--- src/rtl/buttonpress_pkg.sv ---
// Shared types and width helpers for the debounced button-press bank.
package buttonpress_pkg;

  typedef enum logic [1:0] {
    WAIT_UP     = 2'd0,
    BTN_UP      = 2'd1,
    DEBOUNCE    = 2'd2,
    BTN_PRESSED = 2'd3
  } state_t;

  // Counter width able to hold 0..max inclusive.
  function automatic int cnt_width(input int max);
    return $clog2(max) + 1;
  endfunction

  function automatic int idx_width(input int channels);
    return (channels > 1) ? $clog2(channels) : 1;
  endfunction

endpackage

--- src/rtl/button_channel.sv ---
// One debounced button: press latched until acknowledged, optional long-press flag.
module button_channel
  import buttonpress_pkg::*;
#(
  parameter int DEBOUNCE_CYCLES   = 3,
  parameter int LONG_PRESS_CYCLES = 0
) (
  input  logic clock,
  input  logic reset,
  input  logic buttonDown,
  input  logic ackPress,
  output logic wasPressed,
  output logic wasLongPress
);

  localparam int DW = cnt_width(DEBOUNCE_CYCLES);
  localparam int HW = cnt_width(LONG_PRESS_CYCLES);
  localparam logic [DW-1:0] DB_LAST   = DW'(DEBOUNCE_CYCLES);
  localparam logic [HW-1:0] HOLD_LAST = HW'(LONG_PRESS_CYCLES);
  localparam logic LONG_EN = (LONG_PRESS_CYCLES > 0);

  state_t        state_reg;
  logic [DW-1:0] db_count_reg;
  logic [HW-1:0] hold_count_reg;
  logic          frozen_reg;
  logic          long_reg;

  always_ff @(posedge clock) begin
    if (reset) begin
      state_reg      <= WAIT_UP;
      db_count_reg   <= '0;
      hold_count_reg <= '0;
      frozen_reg     <= 1'b0;
      long_reg       <= 1'b0;
    end else begin
      case (state_reg)
        WAIT_UP: begin
          if (!buttonDown) state_reg <= BTN_UP;
        end
        BTN_UP: begin
          if (buttonDown) begin
            state_reg    <= DEBOUNCE;
            db_count_reg <= DW'(1);
          end
        end
        DEBOUNCE: begin
          if (!buttonDown) begin
            state_reg <= BTN_UP;
          end else if (db_count_reg == DB_LAST) begin
            state_reg      <= BTN_PRESSED;
            hold_count_reg <= '0;
            frozen_reg     <= 1'b0;
          end else begin
            db_count_reg <= db_count_reg + 1'b1;
          end
        end
        BTN_PRESSED: begin
          if (ackPress) begin
            state_reg <= WAIT_UP;
            long_reg  <= 1'b0;
          end else if (!buttonDown) begin
            // Any release ends hold counting for this press, even if re-pressed.
            frozen_reg <= 1'b1;
          end else if (LONG_EN && !frozen_reg && !long_reg && hold_count_reg != HOLD_LAST) begin
            hold_count_reg <= hold_count_reg + 1'b1;
            if (hold_count_reg + 1'b1 == HOLD_LAST) long_reg <= 1'b1;
          end
        end
        default: state_reg <= WAIT_UP;
      endcase
    end
  end

  assign wasPressed   = (state_reg == BTN_PRESSED);
  assign wasLongPress = long_reg;

endmodule

--- src/rtl/button_press_bank.sv ---
// Bank of independent debounced buttons with any-pressed and lowest-pending-index summaries.
module button_press_bank
  import buttonpress_pkg::*;
#(
  parameter int CHANNELS          = 4,
  parameter int DEBOUNCE_CYCLES   = 3,
  parameter int LONG_PRESS_CYCLES = 0
) (
  input  logic                             clock,
  input  logic                             reset,
  input  logic [CHANNELS-1:0]              buttonDown,
  input  logic [CHANNELS-1:0]              ackPress,
  output logic [CHANNELS-1:0]              wasPressed,
  output logic [CHANNELS-1:0]              wasLongPress,
  output logic                             anyPressed,
  output logic [idx_width(CHANNELS)-1:0]   pressedIndex
);

  localparam int IW = idx_width(CHANNELS);

  genvar gi;
  generate
    for (gi = 0; gi < CHANNELS; gi++) begin : g_ch
      button_channel #(
        .DEBOUNCE_CYCLES  (DEBOUNCE_CYCLES),
        .LONG_PRESS_CYCLES(LONG_PRESS_CYCLES)
      ) u_ch (
        .clock       (clock),
        .reset       (reset),
        .buttonDown  (buttonDown[gi]),
        .ackPress    (ackPress[gi]),
        .wasPressed  (wasPressed[gi]),
        .wasLongPress(wasLongPress[gi])
      );
    end
  endgenerate

  assign anyPressed = |wasPressed;

  // Scan high to low so the lowest pending channel wins.
  always_comb begin
    pressedIndex = '0;
    for (int i = CHANNELS - 1; i >= 0; i--) begin
      if (wasPressed[i]) pressedIndex = IW'(i);
    end
  end

endmodule

--- config.mk ---
export PLATFORM = sky130hd
export DESIGN_NAME = button_press_bank
export DESIGN_NICKNAME = d
export VERILOG_FILES = /design/src/rtl/buttonpress_pkg.sv /design/src/rtl/button_channel.sv /design/src/rtl/button_press_bank.sv
export SDC_FILE = /design/constraint.sdc
export NUM_CORES = 1
export LEC_CHECK = 0
export BUFFER_PORTS_ARGS = -buffer_cell sky130_fd_sc_hd__clkbuf_2
export CORE_AREA = 2 2 50 52
export DETAILED_ROUTE_END_ITERATION = 7
export DIE_AREA = 0 0 52 54
export PLACE_DENSITY_LB_ADDON = 0.12
export SETUP_SLACK_MARGIN = 0.3
export SKIP_LAST_GASP = 1
export SYNTH_ARGS = -nofsm -noshare
export SYNTH_HDL_FRONTEND = slang
export SYNTH_SLANG_ARGS = --single-unit
--- constraint.sdc ---
create_clock -name clock -period 1.75 [get_ports clock]
set_input_delay 0.0875 -clock clock [delete_from_list [all_inputs] [get_ports clock]]
set_output_delay 0.0875 -clock clock [all_outputs]
set_load 0.05 [all_outputs]
== Yosys cells after proc, flatten, opt, wreduce, memory -nomap -nowiden ==
Cells that the tools add are included.

* Mux-type cells: 44
* $mul: 0
* Div/mod/pow operators: 0
* Bitwise operators: 0
* Shift-type cells: 0
* Add/subtract/negate cells: 4
* Reduce and logical (&&, ||, !) cells: 17
* Eq/ne operators: 40
* $lt $le $gt $ge: 0

{| class="wikitable"
|+ Operators by type and width
! operator !! number
|-
| $mux 2 || 24
|-
| $ne 2x2->1 const B || 20
|-
| $mux 3 || 12
|-
| $pmux 2 s4 || 4
|-
| $reduce_and 4->1 || 8
|-
| $pmux 3 s2 || 4
|-
| $eq 2x2->1 const B || 8
|-
| $add 3x1->3 const B || 4
|-
| $eq 3x2->1 const B || 4
|-
| $ne 3x2->1 const B || 4
|-
| $eq 2x1->1 const B || 4
|-
| $logic_not 2->1 || 4
|-
| $reduce_bool 2->1 || 4
|-
| $reduce_or 4->1 || 1
|}

* Memory bits (read-only): 0
* Memories: 0
* RAM bits: 0
* Input bits: 10
* Latch bits: 0
* Logic and storage cells: 113
* Output and inout port bits: 11
* Flip-flop bits (word level): 20

== Depth between registers and ports, before layout ==
Gate-level depths: netlist of run 1.

* Depth after elaboration: 5
* Gate-level depth with buffers: 5
* Mapped depth without buffers: 5

== By module ==
From an unflattened synthesis of run 1, not the netlist that was laid out.

* Cells, all modules: 135
* Area, all modules: 1216.2 um2

{| class="wikitable"
|+ Modules (own cells, without submodules)
! module !! times used !! area each (um2) !! cells an instance
|-
| button_channel || 4 || 295.3 || 32
|-
| button_press_bank || 1 || 35.0 || 7
|}

== Worst setup path before layout of run 1 ==
OpenSTA, ideal clock, no wires.

* Path kind: register to output
* Start: register g_ch[1].u_ch.state_reg[1]
* End: output port pressedIndex[1]
* Buffers on the path: 2
* Required time: 1.662 ns
* Path slack: -0.160 ns
* Cell stages (with the launch flop): 5
* Arrival time: 1.823 ns
* Cell sequence: dfxtp_1 -> buf_6 -> and2_4 -> buf_6 -> a211oi_1

* Cells in the longest elaborated chain, start to end: 3

{| class="wikitable"
|+ Ends and longest elaborated chain
! item !! line !! text
|-
| start, declared || button_channel.sv:22 || <nowiki>state_t state_reg;</nowiki>
|-
| start signal, assigned || button_channel.sv:30 || <nowiki>state_reg <= WAIT_UP;</nowiki>
|-
| start signal, assigned || button_channel.sv:38 || <nowiki>if (!buttonDown) state_reg <= BTN_UP;</nowiki>
|-
| start signal, assigned || button_channel.sv:42 || <nowiki>state_reg <= DEBOUNCE;</nowiki>
|-
| $eq 2x2->1 || button_channel.sv:74 || <nowiki>assign wasPressed = (state_reg == BTN_PRESSED);</nowiki>
|-
| net g_ch[1].u_ch.wasPressed || button_channel.sv:12 || <nowiki>output logic wasPressed,</nowiki>
|-
| $mux 2 (2 in series) || button_press_bank.sv:44 || <nowiki>if (wasPressed[i]) pressedIndex = IW'(i);</nowiki>
|-
| end, declared || button_press_bank.sv:16 || <nowiki>output logic [idx_width(CHANNELS)-1:0] pressedIndex</nowiki>
|}

The timed path passes the listed nets, and every way through them passes these cells.

== Final worst setup path of run 1 ==
* Start: register g_ch[2].u_ch.state_reg[0]
* End: output port anyPressed

* Cells in the longest elaborated chain, start to end: 2

{| class="wikitable"
|+ Ends and longest elaborated chain
! item !! line !! text
|-
| start, declared || button_channel.sv:22 ||
|-
| start signal, assigned || button_channel.sv:30 ||
|-
| start signal, assigned || button_channel.sv:38 ||
|-
| start signal, assigned || button_channel.sv:42 ||
|-
| $eq 2x2->1 || button_channel.sv:74 ||
|-
| $reduce_or 4->1 || button_press_bank.sv:38 || <nowiki>assign anyPressed = |wasPressed;</nowiki>
|-
| end, declared || button_press_bank.sv:15 || <nowiki>output logic anyPressed,</nowiki>
|}

No other way between the ends.

==> flow_summary.toml, run 1 <==
[route]
drtAntennaViolNets = 0
drt_pre_antenna_iters = 4
drt_wl_total_mm = 2.39
detail_route.iter0.violations = 7
drt_drc_violations_left = 0
vias_per_instance = 5.52
vias = 1033
post_drt_wl_per_cell_um = 12.8

[logic_synthesis]
synth_top_family_by_area = "compound AO/OA/AOI/OAI gates"
synthXorXnorAreaFrac_pct = 0
synth_largest_area_cell = "sky130_fd_sc_hd__dfxtp_1"
postSynthRegisterBits = 20
synth.yosys.warnings = 0
avgSynthCellArea_um2 = 8.66
netlist_top_cells_area = "sky130_fd_sc_hd__dfxtp_1 34%, sky130_fd_sc_hd__ha_1 8.5%, sky130_fd_sc_hd__a221oi_1 5.2%"
post_synth_mux_area_share_pct = 0
synth_edf_count = 0
synth.yosys.seq_area_share_pct = 34.0
synth_compound_gate_area_share_pct = 24.8
async_reset_ff_share_pct = 0
synthesis.instances = 136
synth-adder-area-share_pct = 8.50
syn-cell-area_mm2 = 0.00118
synth-simple-area-share_pct = 19.1
count_of_unique_library_cells_instantiated_by_yosys = 36
synth.top_cell.area_share_pct = 34.0
postSynth.topFlopCell = "sky130_fd_sc_hd__dfxtp_1"

[clocking]
cts.htree.levels = 1
clock_tree.buffer_depth = 2
cts-buffers-inserted = 3
clock_tree_from_tritoncts = "yes"
clk_root_buffer_cell = "sky130_fd_sc_hd__clkbuf_4"
cts.reportedPaths.clkPinSlew_ns = 0.10
clock_latency_ns = 0.28
cts.sinks = 20

[power]
power_per_cell_area_mw_per_mm2 = 571
leakage_nw = 0.621
total_power_mw = 0.862
worst_ir_drop_vdd_mv = 0.481

[grt]
track_usage_pct = 18.7
grt_start_max_net_pins = 22
grt_pass1_vias = 915
antenna_found_initial = 0
grt_first_pass_wirelength_mm = 4.06
grt_remaining_overflow = 0

[timing]
finalCritPeriodShare_pct = 91.4
rsz0062_at_grt = "yes"
hold_viol = 0
hold_slack_ns = 0.0133
shortest_clock_period_the_worst_path_allows_after_layout_ns = 1.60
fin_skew_ns = 0.00661
achievable-frequency_mhz = 626
fin_setup_tns_ns = 0
finalSetupViolations = 0
final_critical_path_setup_slack_ns = 0.151
final_max_slew_viol_count = 0

[floorplanning]
ios = 21
design.die.area_mm2 = 0.00281
std_cell_rows = 18
floorplan.core_area_mm2 = 0.00232
floorplan.initialDensity_pct = 50.8
chipHeight_um = 54
die-width_um = 52

[run_status]
outcome = "finished clean"

[critical_path]
worstSetupStartpointType = "register"
criticalPathCategory = "reg -> out"
critPathRequiredTime_ns = 1.66
worst_ep_arrival_time_ns = 1.51
timing.critical_path.to_type = "output port"
timing.critical_path.fanout_max = 3

[placement]
gp_congestion = 0.767
place.port_buffers = 16
dp.final_hpwl_mm = 1.51
pre_cts_ws_ns = 0.209
dpl_cell_area_mm2 = 0.00121

[cells_and_area]
largest_register_ffs = 12
n_antenna_cell = 0
syn2layout_area_growth_pct = 28.2
final_nets = 177
nFillCells = 191
final_area_mm2 = 0.00151
share_of_cells_above_drive_strength_1_pct = 43.9

[worst_hold_path]
timing.hold.worst.class = "in -> reg"

[flow_run]
max_cap_viol_count = 0
power by group:
group | leakage (nW) | total [mW] | internal, mW | switching, mW
clock | 0.0138 | 0.204 | 0.0797 | 0.125
combinational | 0.437 | 0.175 | 0.0725 | 0.103
sequential | 0.170 | 0.482 | 0.469 | 0.0133
total | 0.621 | 0.862 | 0.621 | 0.241
worst paths after layout:
kind                                      from                            to  slack, ns  depth (start not counted)
setup / recovery     g_ch[2].u_ch.state_reg[0]                    anyPressed       0.15                          4
hold / removal                     ackPress[2]     g_ch[2].u_ch.state_reg[0]       0.01                          2
setup reg to reg  g_ch[0].u_ch.db_count_reg[1]  g_ch[0].u_ch.db_count_reg[1]       0.30                          5
hold reg to reg   g_ch[1].u_ch.db_count_reg[2]  g_ch[1].u_ch.db_count_reg[2]       0.49                          1
cell usage in the layout, fill, tap and decap left out, drive strengths merged, types with 2 or more instances in the layout:
cell / Yosys / layout
o32ai: 2 / 2
and3b: 2 / 2
or2: 3 / 3
ha: 8 / 8
nor2: 3 / 3
or4: 2 / 2
dlygate4sd3: 0 / 3
dfxtp: 20 / 20
a31o: 2 / 2
o21ai: 7 / 7
inv: 13 / 13
and2: 2 / 2
a21oi: 8 / 8
a311oi: 2 / 2
o211ai: 6 / 6
nor4: 3 / 3
nor2b: 5 / 5
buf: 12 / 12
clkbuf: 4 / 19
a22o: 4 / 4
conb: 1 / 4
a221oi: 7 / 7
nand2: 9 / 9
nand3b: 3 / 3
kinds of logic (layout without fill, tap and decap cells):
family          count (synthesis)  in the layout
simple gates                   37             37
other cells                     1              4
buf+inv                        29             47
fa+ha+maj                       8              8
compound gates                 41             41
flops                          20             20
worst max-delay path: stages, from the launching register on:
cell	delay [ns]
sky130_fd_sc_hd__dfxtp_4	0.37
sky130_fd_sc_hd__nand2_4	0.09
sky130_fd_sc_hd__inv_4	0.03
sky130_fd_sc_hd__or4_4	0.55
sky130_fd_sc_hd__clkbuf_16	0.19
per-stage QoR:
stage / std cells / utilization (%)
2_1_floorplan: 139 / -
3_3_place_gp: 170 / 52.2
3_5_place_dp: 170 / 52.2
4_1_cts: 186 / 63.1
5_1_grt: 187 / 65.0
6_report: 187 / 65.0
timing repair:
item                                   4_1_cts  5_1_grt
pin swaps                                    8        5
setup buffers                               10        1
setup endpoints to repair                   11       11
endpoints found under the hold margin        3        0
gates resized for setup                     40       10
hold buffers                                 3        0
Yosys cell counts, drive strengths merged (2+ instances only):
cell,instances
dfxtp,20
inv,13
buf,12
nand2,9
a21oi,8
ha,8
a221oi,7
o21ai,7
o211ai,6
nor2b,5
a22o,4
clkbuf,4
nand3b,3
nor2,3
nor4,3
or2,3
a311oi,2
a31o,2
and2,2
and3b,2
o32ai,2
or4,2
metal layers:
layer  share of wire (%)  global-route usage [%]  vias to the layer above
met4                0.54                    2.63                        0
met2                  53                    34.0                        9
met5                   0                       0                        -
met3                 2.3                    3.33                        2
met1                  44                    23.6                      489
li1                    -                       -                      533
cell type report:
type                    count  area [um2]  share of cell area, %
well taps                  30        37.5                   2.49
repair buffers             31         229                   15.2
inverters                  13        51.3                   3.40
flip-flops and latches     20         432                   28.6
multi-input cells          90         737                   48.8
clock buffers               3        22.5                   1.49
No activity file was read; power rests on OpenSTA's default activity.
==> run 2, diff against run 1 <==
--- a/config.mk
+++ b/config.mk
@@ -5,10 +5,10 @@
 export SDC_FILE = /design/constraint.sdc
 export NUM_CORES = 1
 export LEC_CHECK = 0
-export BUFFER_PORTS_ARGS = -buffer_cell sky130_fd_sc_hd__clkbuf_2
-export CORE_AREA = 2 2 50 52
+export CORE_AREA = 2 2 47 49
 export DETAILED_ROUTE_END_ITERATION = 7
-export DIE_AREA = 0 0 52 54
+export DIE_AREA = 0 0 49 51
+export DONT_BUFFER_PORTS = 1
 export PLACE_DENSITY_LB_ADDON = 0.12
 export SETUP_SLACK_MARGIN = 0.3
 export SKIP_LAST_GASP = 1
==> run 2 against run 1 <==
Core utilization up 10 points. Die area fell by 11%. Wire length is 18% higher. Critical path type unchanged. Highest routed layer unchanged.
==> flow_summary.toml, run 2 (synthesis gave the netlist of run 1 again) <==
[worst_hold_path]
timing.hold.worst.class = "in -> reg"

[flow_run]
max_cap_viol_count = 0

[cells_and_area]
final_cell_mix = "15 x sky130_fd_sc_hd__buf_4, 13 x sky130_fd_sc_hd__inv_1, 8 x sky130_fd_sc_hd__dlygate4sd3_1"
final_area_mm2 = 0.00156
post-route-util_pct = 75.4
syn2layout_area_growth_pct = 32.2
largest_register_ffs = 12
mostFrequentLayoutCell = "sky130_fd_sc_hd__buf_4"
share_of_cells_above_drive_strength_1_pct = 40.5
n_antenna_cell = 0
final_nets = 172

[clocking]
clk_root_buffer_cell = "sky130_fd_sc_hd__clkbuf_4"
clock_latency_ns = 0.30
clock_tree_from_tritoncts = "yes"
cts.htree.levels = 1
clock_tree.buffer_depth = 2
cts-buffers-inserted = 3
cts.reportedPaths.clkPinSlew_ns = 0.12
cts.sinks = 20

[timing]
slew-limit-headroom_pct = 48.4
finalSetupViolations = 0
timing_worst_slew_pin_value_ns = 0.775
final_max_slew_viol_count = 0
fin_setup_tns_ns = 0
fin_skew_ns = 0.00623
achievable-frequency_mhz = 619
final_critical_path_setup_slack_ns = 0.134
rsz0062_at_grt = "yes"
hold_viol = 0
shortest_clock_period_the_worst_path_allows_after_layout_ns = 1.62
finalCritPeriodShare_pct = 92.3

[route]
vias = 1029
detail_route.iter0.violations = 15
vias_per_instance = 5.69
drt_pre_antenna_iters = 4
drt_wl_total_mm = 2.83
drtAntennaViolNets = 0
drt_drc_violations_left = 0
post_drt_wl_per_cell_um = 15.6

[placement]
pre_cts_ws_ns = 0.217
gp_congestion = 0.706
dpl_cell_area_mm2 = 0.00116
dp.final_hpwl_mm = 1.53
place.port_buffers = 0

[critical_path]
worstSetupStartpointType = "register"
worst_ep_arrival_time_ns = 1.53
criticalPathCategory = "reg -> out"
timing.critical_path.to_type = "output port"
timing.critical_path.fanout_max = 5
critPathRequiredTime_ns = 1.66

[grt]
track_usage_pct = 20.1
grt_use_met3_pct = 4.97
antenna_found_initial = 0
grt_pass1_vias = 909
grt_remaining_overflow = 0
grt_first_pass_wirelength_mm = 3.91
global_route.peak_usage_layer = "met2"
groute.layer.met1.usage_pct = 23.8
grt_start_max_net_pins = 18
use_met2_pct = 37.4

[power]
leakage_nw = 0.611
power.share.combinational_pct = 17.8
clock_group_share_of_total_power_pct = 29.6
worst_ir_drop_vdd_mv = 0.582
seq_power_share_pct = 52.5
total_power_mw = 0.934
power_per_cell_area_mw_per_mm2 = 600
power_switching_share_pct = 28.4
intPower_mw = 0.669
power.switching_mw = 0.265

[floorplanning]
floorplan.core_area_mm2 = 0.00206
ios = 21
floorplan.initialDensity_pct = 57.1
design.die.area_mm2 = 0.00250
die-width_um = 49
std_cell_rows = 17
chipHeight_um = 51

[run_status]
outcome = "finished clean"
## run 2: stage by stage
stage | hold slack [ns] | cells
finish | 0.00609 | 181
global route | 0.0128 | 181
CTS | 0.00712 | 175
detailed placement | 0.163 | 156
global placement | 0.159 | 156
floorplan | 0.199 | 139
## run 2: worst max-delay path, cell delays in order, from the launching register on
cell and delay (ns):
sky130_fd_sc_hd__dfxtp_4 0.36, sky130_fd_sc_hd__and2_4 0.23, sky130_fd_sc_hd__or4_4 0.65
## run 2: layout make-up
cell class              instances  area [um2]
clock buffers                   4        36.3
fillers                       152         507
inverters                      13        48.8
multi-input cells              90         777
flip-flops and latches         20         432
well taps                      28        35.0
repair buffers                 26         228
## run 2: power groups by stage
stage / Combinational, mW / Sequential [mW] / Clock (mW)
after floorplan: 0.113 / 0.494 / 0
after global placement: 0.0946 / 0.506 / 0
after detailed placement: 0.0971 / 0.508 / 0
after CTS: 0.138 / 0.494 / 0.277
after global routing: 0.179 / 0.493 / 0.295
final: 0.167 / 0.491 / 0.277
## run 2: repair_timing
item                                    in CTS  in global routing
buffers inserted                             6                  6
hold buffers                                 9                  0
endpoints found under the setup margin      12                 14
pin swaps                                    7                  8
resized for setup                           23                 28
hold endpoints to repair                    16                  0
## run 2: layer usage
metal / wire length, um / up-vias / share of wire, %
met3: 86 / 4 / 3.0
li1: - / 524 / -
met5: 0 / - / 0
met2: 1460 / 18 / 52
met4: 35 / 0 / 1.2
met1: 1250 / 483 / 44
## run 2: path summary, 6_finish.rpt
path,start,end,slack (ns),cells past startpoint
min,ackPress[2],g_ch[2].u_ch.state_reg[1],0.006,3
min reg2reg,g_ch[3].u_ch.state_reg[1],g_ch[3].u_ch.db_count_reg[0],0.50,1
max,g_ch[1].u_ch.state_reg[0],anyPressed,0.13,2
max reg2reg,g_ch[0].u_ch.db_count_reg[0],g_ch[0].u_ch.db_count_reg[1],0.30,5
